$ cat config.mk
export PLATFORM = sky130hd
export DESIGN_NAME = shift_packer
export DESIGN_NICKNAME = d
export VERILOG_FILES = /design/src/rtl/shift_packer.sv
export SDC_FILE = /design/constraint.sdc
export NUM_CORES = 1
export LEC_CHECK = 0
export ABC_AREA = 1
export BUFFER_PORTS_ARGS = -buffer_cell sky130_fd_sc_hd__buf_2
export CAP_MARGIN = 20
export CORE_ASPECT_RATIO = 0.8
export CORE_MARGIN = 2
export CORE_UTILIZATION = 60
export DETAILED_ROUTE_END_ITERATION = 12
export PLACE_DENSITY = 0.83
export SLEW_MARGIN = 20
export SYNTH_ARGS = -nofsm -noshare
export SYNTH_HDL_FRONTEND = slang
export SYNTH_SLANG_ARGS = --single-unit
$ cat constraint.sdc
create_clock -name clock -period 7 [get_ports clock]
set_input_delay 0.35 -clock clock [delete_from_list [all_inputs] [get_ports clock]]
set_output_delay 0.35 -clock clock [all_outputs]
set_load 0.03 [all_outputs]
$ cat src/rtl/shift_packer.sv
// Packs a stream of IN_WIDTH-bit lanes into OUT_WIDTH-bit words in MSB- or LSB-first order.
// Both sides are valid/ready; flush emits the partial word zero-padded into full-word positions.
module shift_packer #(
    parameter int unsigned IN_WIDTH  = 8,
    parameter int unsigned OUT_WIDTH = 32,
    parameter bit          LSB_FIRST = 1'b0
) (
    input  logic                                      clock,
    input  logic                                      clear_n,
    input  logic                                      in_valid,
    input  logic [IN_WIDTH-1:0]                       in_data,
    output logic                                      in_ready,
    input  logic                                      flush,
    output logic [$clog2(OUT_WIDTH/IN_WIDTH)-1:0]     fill,
    output logic                                      out_valid,
    output logic [OUT_WIDTH-1:0]                      out_data,
    output logic [$clog2(OUT_WIDTH/IN_WIDTH+1)-1:0]   out_count,
    output logic                                      out_last,
    input  logic                                      out_ready
);

    localparam int unsigned K  = OUT_WIDTH / IN_WIDTH;
    localparam int unsigned FW = $clog2(K);
    localparam int unsigned CW = $clog2(K + 1);

    logic [OUT_WIDTH-1:0] packQ;
    logic [OUT_WIDTH-1:0] shifted;
    logic [OUT_WIDTH-1:0] packNext;
    logic [OUT_WIDTH-1:0] flushWord;
    logic [CW-1:0]        laneCount;
    logic [31:0]          padShift;
    logic                 outFree;
    logic                 lastLane;
    logic                 accept;
    logic                 complete;
    logic                 doFlush;

    always_comb begin
        outFree  = !out_valid || out_ready;
        lastLane = (fill == FW'(K - 1));
        // Only the completing lane needs room in the output register.
        in_ready = clear_n && (!lastLane || outFree);
        accept   = in_valid && in_ready;

        if (LSB_FIRST) begin
            shifted = {in_data, packQ[OUT_WIDTH-1:IN_WIDTH]};
        end else begin
            shifted = {packQ[OUT_WIDTH-IN_WIDTH-1:0], in_data};
        end

        packNext  = accept ? shifted : packQ;
        laneCount = CW'(fill) + CW'(accept);
        complete  = accept && lastLane;
        doFlush   = flush && outFree && !complete && (laneCount != '0);

        // Shifting out the empty lane slots also drops stale lanes from the previous word.
        padShift  = IN_WIDTH * (K - 32'(laneCount));
        if (LSB_FIRST) begin
            flushWord = packNext >> padShift;
        end else begin
            flushWord = packNext << padShift;
        end
    end

    always_ff @(posedge clock) begin
        if (!clear_n) begin
            packQ     <= '0;
            fill      <= '0;
            out_data  <= '0;
            out_count <= '0;
            out_last  <= 1'b0;
            out_valid <= 1'b0;
        end else if (complete) begin
            packQ     <= shifted;
            fill      <= '0;
            out_data  <= shifted;
            out_count <= CW'(K);
            out_last  <= 1'b0;
            out_valid <= 1'b1;
        end else if (doFlush) begin
            packQ     <= '0;
            fill      <= '0;
            out_data  <= flushWord;
            out_count <= laneCount;
            out_last  <= 1'b1;
            out_valid <= 1'b1;
        end else begin
            packQ <= packNext;
            fill  <= fill + FW'(accept);
            if (out_valid && out_ready) begin
                out_valid <= 1'b0;
            end
        end
    end

endmodule

-- Word-level counts from Yosys, hierarchy flattened
Cells that the tools add are included.
- output and inout port bits: 40
- input bits: 13
- bits in writable memories: 0
- ROM bits: 0
- memories: 0
- register bits after elaboration: 71
- word-level logic and storage cells: 40
- bits in latches: 0
- equal/unequal tests: 1
- $mul: 0
- order comparisons: 0
- add/sub/neg operators: 3
- shift operators: 1
- bitwise operators: 1
- muxes and demuxes: 10
- reduce and logical (&&, ||, !) cells: 17
- div/mod/pow operators: 0
- operators with widths (operator ; number):
    two-way mux 32 bit ; 5
    << shifter 32 x 32 -> 32 bit ; 1
    logical AND 1 bit ; 7
    two-way mux 3 bit ; 2
    nonzero test 3 bit ; 2
    subtractor 3 x 3 -> 4 bit, first input constant ; 1
    adder 2 x 1 -> 3 bit ; 1
    zero test 1 bit ; 3
    two-way mux 1 bit ; 3
    OR reduction 3 bit ; 1
    adder 2 x 1 -> 2 bit ; 1
    == test 2 bit, second input constant ; 1
    logical OR 1 bit ; 2
    nonzero test 2 bit ; 1
    OR reduction 2 bit ; 1
    NOT 1 bit ; 1

-- Logic depth before layout (Yosys ltp)
Gate-level depths: netlist of run 1.
- depth after elaboration: 11
- mapped depth: 20

-- Worst setup path before layout of run 1
Ideal clock, no wire load.
- kind: reg-to-reg
- start: reg out_valid
- end: reg out_data[28]
- path slack: 3.824 ns
- arrival time: 3.067 ns
- data required time: 6.891 ns
- cell stages (with the launch flop): 21
- path through: dfxtp_1 inv_1 nor2_4 nand2_4 nand3_4 buf_6 inv_1 ha_1 inv_2 clkbuf_1 ha_1 ha_1 nor3_4 nand2_4 nand2_4 inv_2 buf_4 a21oi_1 nand3_1 nand2_1 inv_1
- cells in the longest elaborated chain, start to end: 10
- elaborated cells between the ends (all ways): 18
- ends and longest elaborated chain (element ; RTL line ; text):
    start, declared ; 15 ; output logic out_valid,
    start signal, assigned ; 72 ; out_valid <= 1'b0;
    start signal, assigned ; 79 ; out_valid <= 1'b1;
    start signal, assigned ; 86 ; out_valid <= 1'b1;
    zero test 1 bit * ; 39 ; outFree = !out_valid || out_ready;
    logical OR 1 bit * ; 39 ;
    logical OR 1 bit * ; 42 ; in_ready = clear_n && (!lastLane || outFree);
    logical AND 1 bit * ; 42 ;
    logical AND 1 bit * ; 43 ; accept = in_valid && in_ready;
    adder 2 x 1 -> 3 bit * ; 52 ; laneCount = CW'(fill) + CW'(accept);
    net laneCount[0] ; 30 ; logic [CW-1:0] laneCount;
    subtractor 3 x 3 -> 4 bit ; 57 ; padShift = IN_WIDTH * (K - 32'(laneCount));
    << shifter 32 x 32 -> 32 bit ; 61 ; flushWord = packNext << padShift;
    two-way mux 32 bit ; 80 ; end else if (doFlush) begin
    two-way mux 32 bit ; 73 ; end else if (complete) begin
    end signal, assigned ; 76 ; out_data <= shifted;
    end signal, assigned ; 83 ; out_data <= flushWord;
    end, declared ; 16 ; output logic [OUT_WIDTH-1:0] out_data,
Mark *: on every way through the listed nets, which the timed path passes. The rest lies on a longest branch. The select of a mux whose other input is x is not followed.
A chain may end at the register's enable or synchronous reset.

-- Final worst setup path of run 1
- start: reg out_valid
- end: reg out_data[25]
The elaborated chain is that of the path after synthesis.

==> results of run 1 <==
[critical path: cells and delay by family, from the launching register on]
family                     cells  cell delay (ns)
and+or+nand+nor                8             1.83
DFF                            1             0.36
buffers and inverters          5             0.78
adders and majority gates      3             1.29
AOI/OAI and AO/OA              1             0.19
[final cells by class]
cell class,count,area (µm²)
clock buffers,11,151
clock inverters,5,80.1
fillers,585,2050
inverters,74,282
multi-input cells,390,2020
flip-flops and latches,71,1420
well taps,84,105
repair buffers,53,268
[stage by stage]
| stage | power [W] | cells | util |
|---|---|---|---|
| 2_1_floorplan | 0.000694 | 575 | - |
| 3_3_place_gp | 0.000751 | 672 | 0.642 |
| 3_5_place_dp | 0.000756 | 672 | 0.642 |
| 4_1_cts | 0.00113 | 688 | 0.679 |
| 5_1_grt | 0.00119 | 688 | 0.679 |
| 6_report | 0.00114 | 688 | 0.679 |
[Yosys cell counts (all sizes together)]
cell	count
a211oi	2
a21oi	58
buf	26
clkbuf	14
clkinv	1
dfxtp	71
ha	5
inv	73
nand2	121
nand3	71
nand4	34
nor2	34
nor3	17
o21ai	48
[path summary, 6_finish.rpt]
check | start | endpoint | depth (start not counted)
setup reg to reg | out_valid | out_data[25] | 17
setup / recovery | out_valid | out_data[25] | 17
hold reg to reg | out_count[1] | out_count[1] | 2
hold / removal | in_data[4] | out_data[4] | 3
[cells by family (layout without fill, tap and decap cells)]
family                   Yosys count  after routing  synth area share
AND/OR/NAND/NOR                  277            277             0.350
flip-flops                        71             71             0.359
buffers and inverters            114            143             0.131
AO/OA/AOI/OAI                    108            108             0.144
adder cells (fa/ha/maj)            5              5            0.0158
[power by group through the flow]
stage | clock, W | combinational, W | sequential, W
floorplan | 0 | 0.000186 | 0.000508
global placement | 0 | 0.000288 | 0.000462
detailed placement | 0 | 0.000293 | 0.000464
CTS | 0.000381 | 0.000296 | 0.000455
global route | 0.000400 | 0.000331 | 0.000458
finish | 0.000383 | 0.000304 | 0.000455
[registers in the layout, indices dropped and copies added (netlist names)]
| name | flops |
|---|---|
| packQ | 32 |
| out_valid | 1 |
| out_count | 3 |
| out_last | 1 |
| fill | 2 |
| out_data | 32 |
[layout by cell type, fill, tap and decap left out, drive strengths merged, types with 17 or more instances in the layout]
| cell | netlist | final |
|---|---|---|
| nand2 | 121 | 121 |
| nand3 | 71 | 71 |
| nor2 | 34 | 34 |
| dfxtp | 71 | 71 |
| buf | 26 | 53 |
| o21ai | 48 | 48 |
| nor3 | 17 | 17 |
| inv | 73 | 72 |
| nand4 | 34 | 34 |
| a21oi | 58 | 58 |
[layer usage]
| metal | share of wire | track usage | wire length, µm | vias to the layer above |
|---|---|---|---|---|
| met5 | 0 | 0 | 0 | - |
| met1 | 0.44 | 0.441 | 4750 | 1805 |
| li1 | - | - | - | 1956 |
| met4 | 0.016 | 0.0725 | 177 | 0 |
| met3 | 0.098 | 0.0884 | 1050 | 26 |
| met2 | 0.44 | 0.452 | 4750 | 248 |
==> reports/qor.txt, run 1 <==
total leakage power: 2.14 nW
clock slew at reported path FFs: 0.08 ns
Period Utilization, post-route: 0.653
final setup violation count: 0
clock root buffer: clkbuf_8
post-layout min period: 4.57 ns
post-DP HPWL: 7210 µm
TritonCTS clock tree: done
Area contributors post-synth: dfxtp_1 36%, nand2_1 11%, nand3_1 8.7%, a21oi_1 6.7%, inv_1 6.4%
Min Hold Slack: 0.293 ns
PnR worst setup slack: 2.43 ns
Critical Path RT: 7.26 ns
first-iteration detailed-routing DRC count: 592
via count: 4035
register area share after synthesis: 0.359
DR vias/cell: 5.86
Setup WS pre-CTS: 2.50 ns
worst vdd ir: 0.160 mV
number of global-route vias before repair: 3593
Setup TNS: 0 ns
layout cells sized above 1: 0.174
worst-margin pin slew: 1.06 ns
H-tree depth: 3
Post-Syn Area per Cell: 6.88 µm²
sequential share of power: 0.398
diodes inserted: 0
Port Buf Inserts: 52
share of the synthesized area in the top cell type: 0.359
Max Cap Viol: 0
Die ar.: 0.00727 mm²
Starting Density: 0.621
Final Max Slew Viols: 0
Die W: 94.8 µm
Critical-path top delay cell: ha_1
critical path fanouts, max: 42
Avg WL per Cell: 15.6 µm
Sink Count: 71
CTS Hold Buffers Added: 0
Synth Register Bits: 71
global-route wire length before repair: 17600 µm
Post-DRT Antenna Nets: 0
Cell Rows: 26
CORE AREA: 0.00638 mm²
Syn Inst Count: 575
status: complete, no violations
Bufs on Longest Clock Path: 2
initial antenna violation count: 0
Pre-antenna DRT Iters: 5
CP arrival: 4.83 ns
power share of the combinational group: 0.266
Int Pwr: 0.000739 W
largest net degree at the start of global routing: 73
max_slew headroom: 0.290
post-synth cell types: 31
worst skew pair latency: 0.36 ns
crit-path max cell delay: 0.81 ns
startpoint class of the critical path: flip-flop
Setup CP Type: flip-flop to flip-flop
Routed WL: 10700 µm
Die Ht: 76.7 µm
Post-CTS Setup Repair Bufs: 0
area leader, netlist: dfxtp_1
Pwr Density: 264 mW/mm²
Sw Ratio: 0.352
Area growth syn-to-layout: 9.32%
RSZ-0062 raised after global routing: false
CTS resizes: 0
GRT Total Usage: 0.306
crit-path cells: inv_1 -> nor2_4 -> nand2_4 -> nand3_4 -> inv_1 -> ha_1 -> inv_2 -> ha_1 -> ha_1 -> nor3_4 -> nand2_4 -> nand2_4 -> inv_2 -> a21oi_1 -> nand3_1 -> nand2_1 -> inv_1
clock power share: 0.336
Syn. warnings: 0
gpl congestion: 1.05
clk_skew: 0.00677 ns
Final Hold Fails: 0
gr ovfl total: 0
Max Freq: 0.219 GHz
Design Area, Final: 0.00433 mm²
Final #Nets: 617
# IOs: 53
CP Capture Type: flip-flop
dpl cell area: 0.00410 mm²
HP Class: primary input to flip-flop
Psw: 0.000402 W
Remaining DRCs: 0
syn nets: 593
Reg2Reg Setup Slack: 2.43 ns
CTS Buf Count: 9
mapped cell area: 0.00396 mm²
Power figures use the tool's default switching activity.
==> run 2: changes to the inputs <==
--- a/config.mk
+++ b/config.mk
@@ -5,14 +5,14 @@
 export SDC_FILE = /design/constraint.sdc
 export NUM_CORES = 1
 export LEC_CHECK = 0
-export ABC_AREA = 1
+export ABC_AREA = 0
 export BUFFER_PORTS_ARGS = -buffer_cell sky130_fd_sc_hd__buf_2
 export CAP_MARGIN = 20
 export CORE_ASPECT_RATIO = 0.8
 export CORE_MARGIN = 2
-export CORE_UTILIZATION = 60
+export CORE_UTILIZATION = 51
 export DETAILED_ROUTE_END_ITERATION = 12
-export PLACE_DENSITY = 0.83
+export PLACE_DENSITY = 0.75
 export SLEW_MARGIN = 20
 export SYNTH_ARGS = -nofsm -noshare
 export SYNTH_HDL_FRONTEND = slang
==> constraint.sdc (replaced) <==
create_clock -name clock -period 3.9 [get_ports clock]
set_input_delay 0.195 -clock clock [delete_from_list [all_inputs] [get_ports clock]]
set_output_delay 0.195 -clock clock [all_outputs]
set_load 0.03 [all_outputs]
==> reports/qor.txt, run 2 <==
Post-CTS Setup Repair Bufs: 0
crit-path max cell delay: 0.41 ns
first-iteration detailed-routing DRC count: 345
Pre-antenna DRT Iters: 5
Area growth syn-to-layout: 15.0%
gr ovfl total: 0
Die Ht: 79.0 µm
syn nets: 424
crit-path cells: nand4b_1 -> nand2_1 -> inv_4 -> ha_1 -> buf_4 -> inv_1 -> ha_1 -> ha_1 -> nor2b_1 -> o31ai_2 -> nor2_1 -> buf_4 -> o211ai_1 -> a21oi_1
CTS Buf Count: 9
final setup violation count: 0
post-synth cell types: 45
xor and xnor area share after synthesis: 0
Starting Density: 0.523
Die ar.: 0.00773 mm²
CP arrival: 3.44 ns
Sink Count: 71
Max Freq: 0.317 GHz
Max Cap Viol: 0
Setup TNS: 0 ns
Remaining DRCs: 0
worst vdd ir: 0.227 mV
most common cell in the netlist: dfxtp_1
max_slew headroom: 0.317
HP Class: primary input to flip-flop
Critical Path RT: 4.19 ns
clk_skew: 0.00813 ns
Synth Area in Simple Gates: 0.135
most used cell, CP: ha_1
CP Capture Type: flip-flop
Post-Syn Area per Cell: 8.84 µm²
Syn Inst Count: 406
worst skew pair latency: 0.36 ns
CORE AREA: 0.00686 mm²
ys flop type: dfxtp_1
Largest regs: out_data (32), packQ (32), out_count (3)
global-route wire length before repair: 16800 µm
Pwr Density: 450 mW/mm²
Port Buf Inserts: 52
gpl congestion: 0.908
Final #Nets: 468
register area share after synthesis: 0.396
Largest delay share family, worst path: adder cells
share of the synthesized area in the top cell type: 0.396
Syn. warnings: 0
Cell Rows: 27
GRT Total Usage: 0.278
initial antenna violation count: 0
clock slew at reported path FFs: 0.07 ns
most frequent cells in the layout: 71 x dfxtp_1, 62 x o21ai_0, 52 x buf_2
Avg WL per Cell: 19.4 µm
# IOs: 53
diodes inserted: 0
status: complete, no violations
post-layout min period: 3.15 ns
worst-margin pin slew: 1.02 ns
Compound-Gate Fraction of Synth Area: 0.346
largest net degree at the start of global routing: 43
TritonCTS clock tree: done
CTS resizes: 0
DR vias/cell: 6.44
post-DP HPWL: 6660 µm
Post-synth EDFFs: 0
largest family of logic cells by synthesized area: compound AO/OA/AOI/OAI gates
Period Utilization, post-route: 0.809
Die W: 97.8 µm
commonest non-fill, non-tap cell in the layout: dfxtp_1
Final Hold Fails: 0
H-tree depth: 3
via count: 3492
RSZ-0062 raised after global routing: false
layout cells sized above 1: 0.215
Post-DRT Antenna Nets: 0
CP bufs+invs: 4
CTS Hold Buffers Added: 0
synthesized-area fraction occupied by adder cells: 0.0174
fin util: 0.602
critical path fanouts, max: 19
number of global-route vias before repair: 3236
Final Max Slew Viols: 0
mapped cell area: 0.00359 mm²
mux cell area share after synthesis: 0.0565
Setup CP Type: flip-flop to flip-flop
Area contributors post-synth: dfxtp_1 40%, o21ai_0 8.6%, nand3_1 4.6%, o21a_1 4.6%, mux2_2 3.1%
Synth Register Bits: 71
fillers: 631
synth cell count leaders: 71 x dfxtp_1, 62 x o21ai_0, 33 x nand3_1
clock root buffer: clkbuf_8
Routed WL: 10500 µm
area leader, netlist: dfxtp_1
Bufs on Longest Clock Path: 2
total leakage power: 1.79 nW
startpoint class of the critical path: flip-flop
asr flop ratio synth: 0
Critical-path top delay cell: dfxtp_1
-- run 2: cell count changes in the layout (fill, tap and decap cells not counted), moves of 10 or more --
| cell | change |
|---|---|
| inv_1 | -62 |
| nand3_1 | -36 |
| a21oi_1 | -32 |
| nor2_1 | -17 |
| mux2_2 | +10 |
| nand2_1 | -112 |
| buf_4 | +13 |
| o211ai_1 | +14 |
| o21ai_0 | +21 |
| o21a_1 | +22 |
| nand4_1 | -32 |
-- run 2: cells by family (layout without fill, tap and decap cells) --
group,after synthesis,in the layout
AO/OA/AOI/OAI,183,183
multiplexers,19,19
flip-flops,71,71
adder cells (fa/ha/maj),5,5
buffers and inverters,40,89
AND/OR/NAND/NOR,88,88
-- run 2: tightest hold or removal path: stages --
cell,delay [ns]
buf_2,0.12
o21ai_1,0.15
nor3_1,0.06
-- run 2: report_power, final --
| group | total [W] | internal (W) | switching, W | leakage (nW) |
|---|---|---|---|---|
| Sequential | 0.000796 | 0.000770 | 0.0000261 | 0.578 |
| Clock | 0.000640 | 0.000359 | 0.000281 | 0.104 |
| Combinational | 0.000423 | 0.000138 | 0.000285 | 1.11 |
| Total | 0.00186 | 0.00127 | 0.000592 | 1.79 |
-- run 2: final timing paths --
check             startpoint           end  slack [ns]  cells past startpoint
hold reg to reg     out_last      out_last        0.48                      2
setup / recovery     fill[1]  out_data[18]        0.75                     14
hold / removal    in_data[5]      packQ[5]        0.22                      3
setup reg to reg     fill[1]  out_data[18]        0.75                     14
-- run 2: cell type report --
type / instances / area (µm²) / area share
Tap cell: 87 / 109 / 0.0264
Clock buffer: 12 / 135 / 0.0327
Inverter: 7 / 28.8 / 0.00697
Clock inverter: 4 / 70.1 / 0.0170
Multi-Input combinational cell: 295 / 2000 / 0.484
Timing Repair Buffer: 66 / 365 / 0.0885
Sequential cell: 71 / 1420 / 0.344
-- run 2: through the flow --
stage	setup slack [ns]	hold WS, ns	power [W]	std cells	instance area [µm²]
2_1_floorplan	0.0755	0.410	0.00110	406	3590
3_3_place_gp	0.931	0.450	0.00122	526	3920
3_5_place_dp	0.801	0.471	0.00123	526	3920
4_1_cts	0.768	0.193	0.00186	542	4130
5_1_grt	0.483	0.217	0.00193	542	4130
6_report	0.747	0.217	0.00186	542	4130
-- run 2: routing by layer --
| metal | global-route usage | routed length (µm) |
|---|---|---|
| met5 | 0 | 0 |
| met4 | 0.132 | 257 |
| met1 | 0.392 | 4810 |
| met3 | 0.0669 | 990 |
| met2 | 0.402 | 4430 |
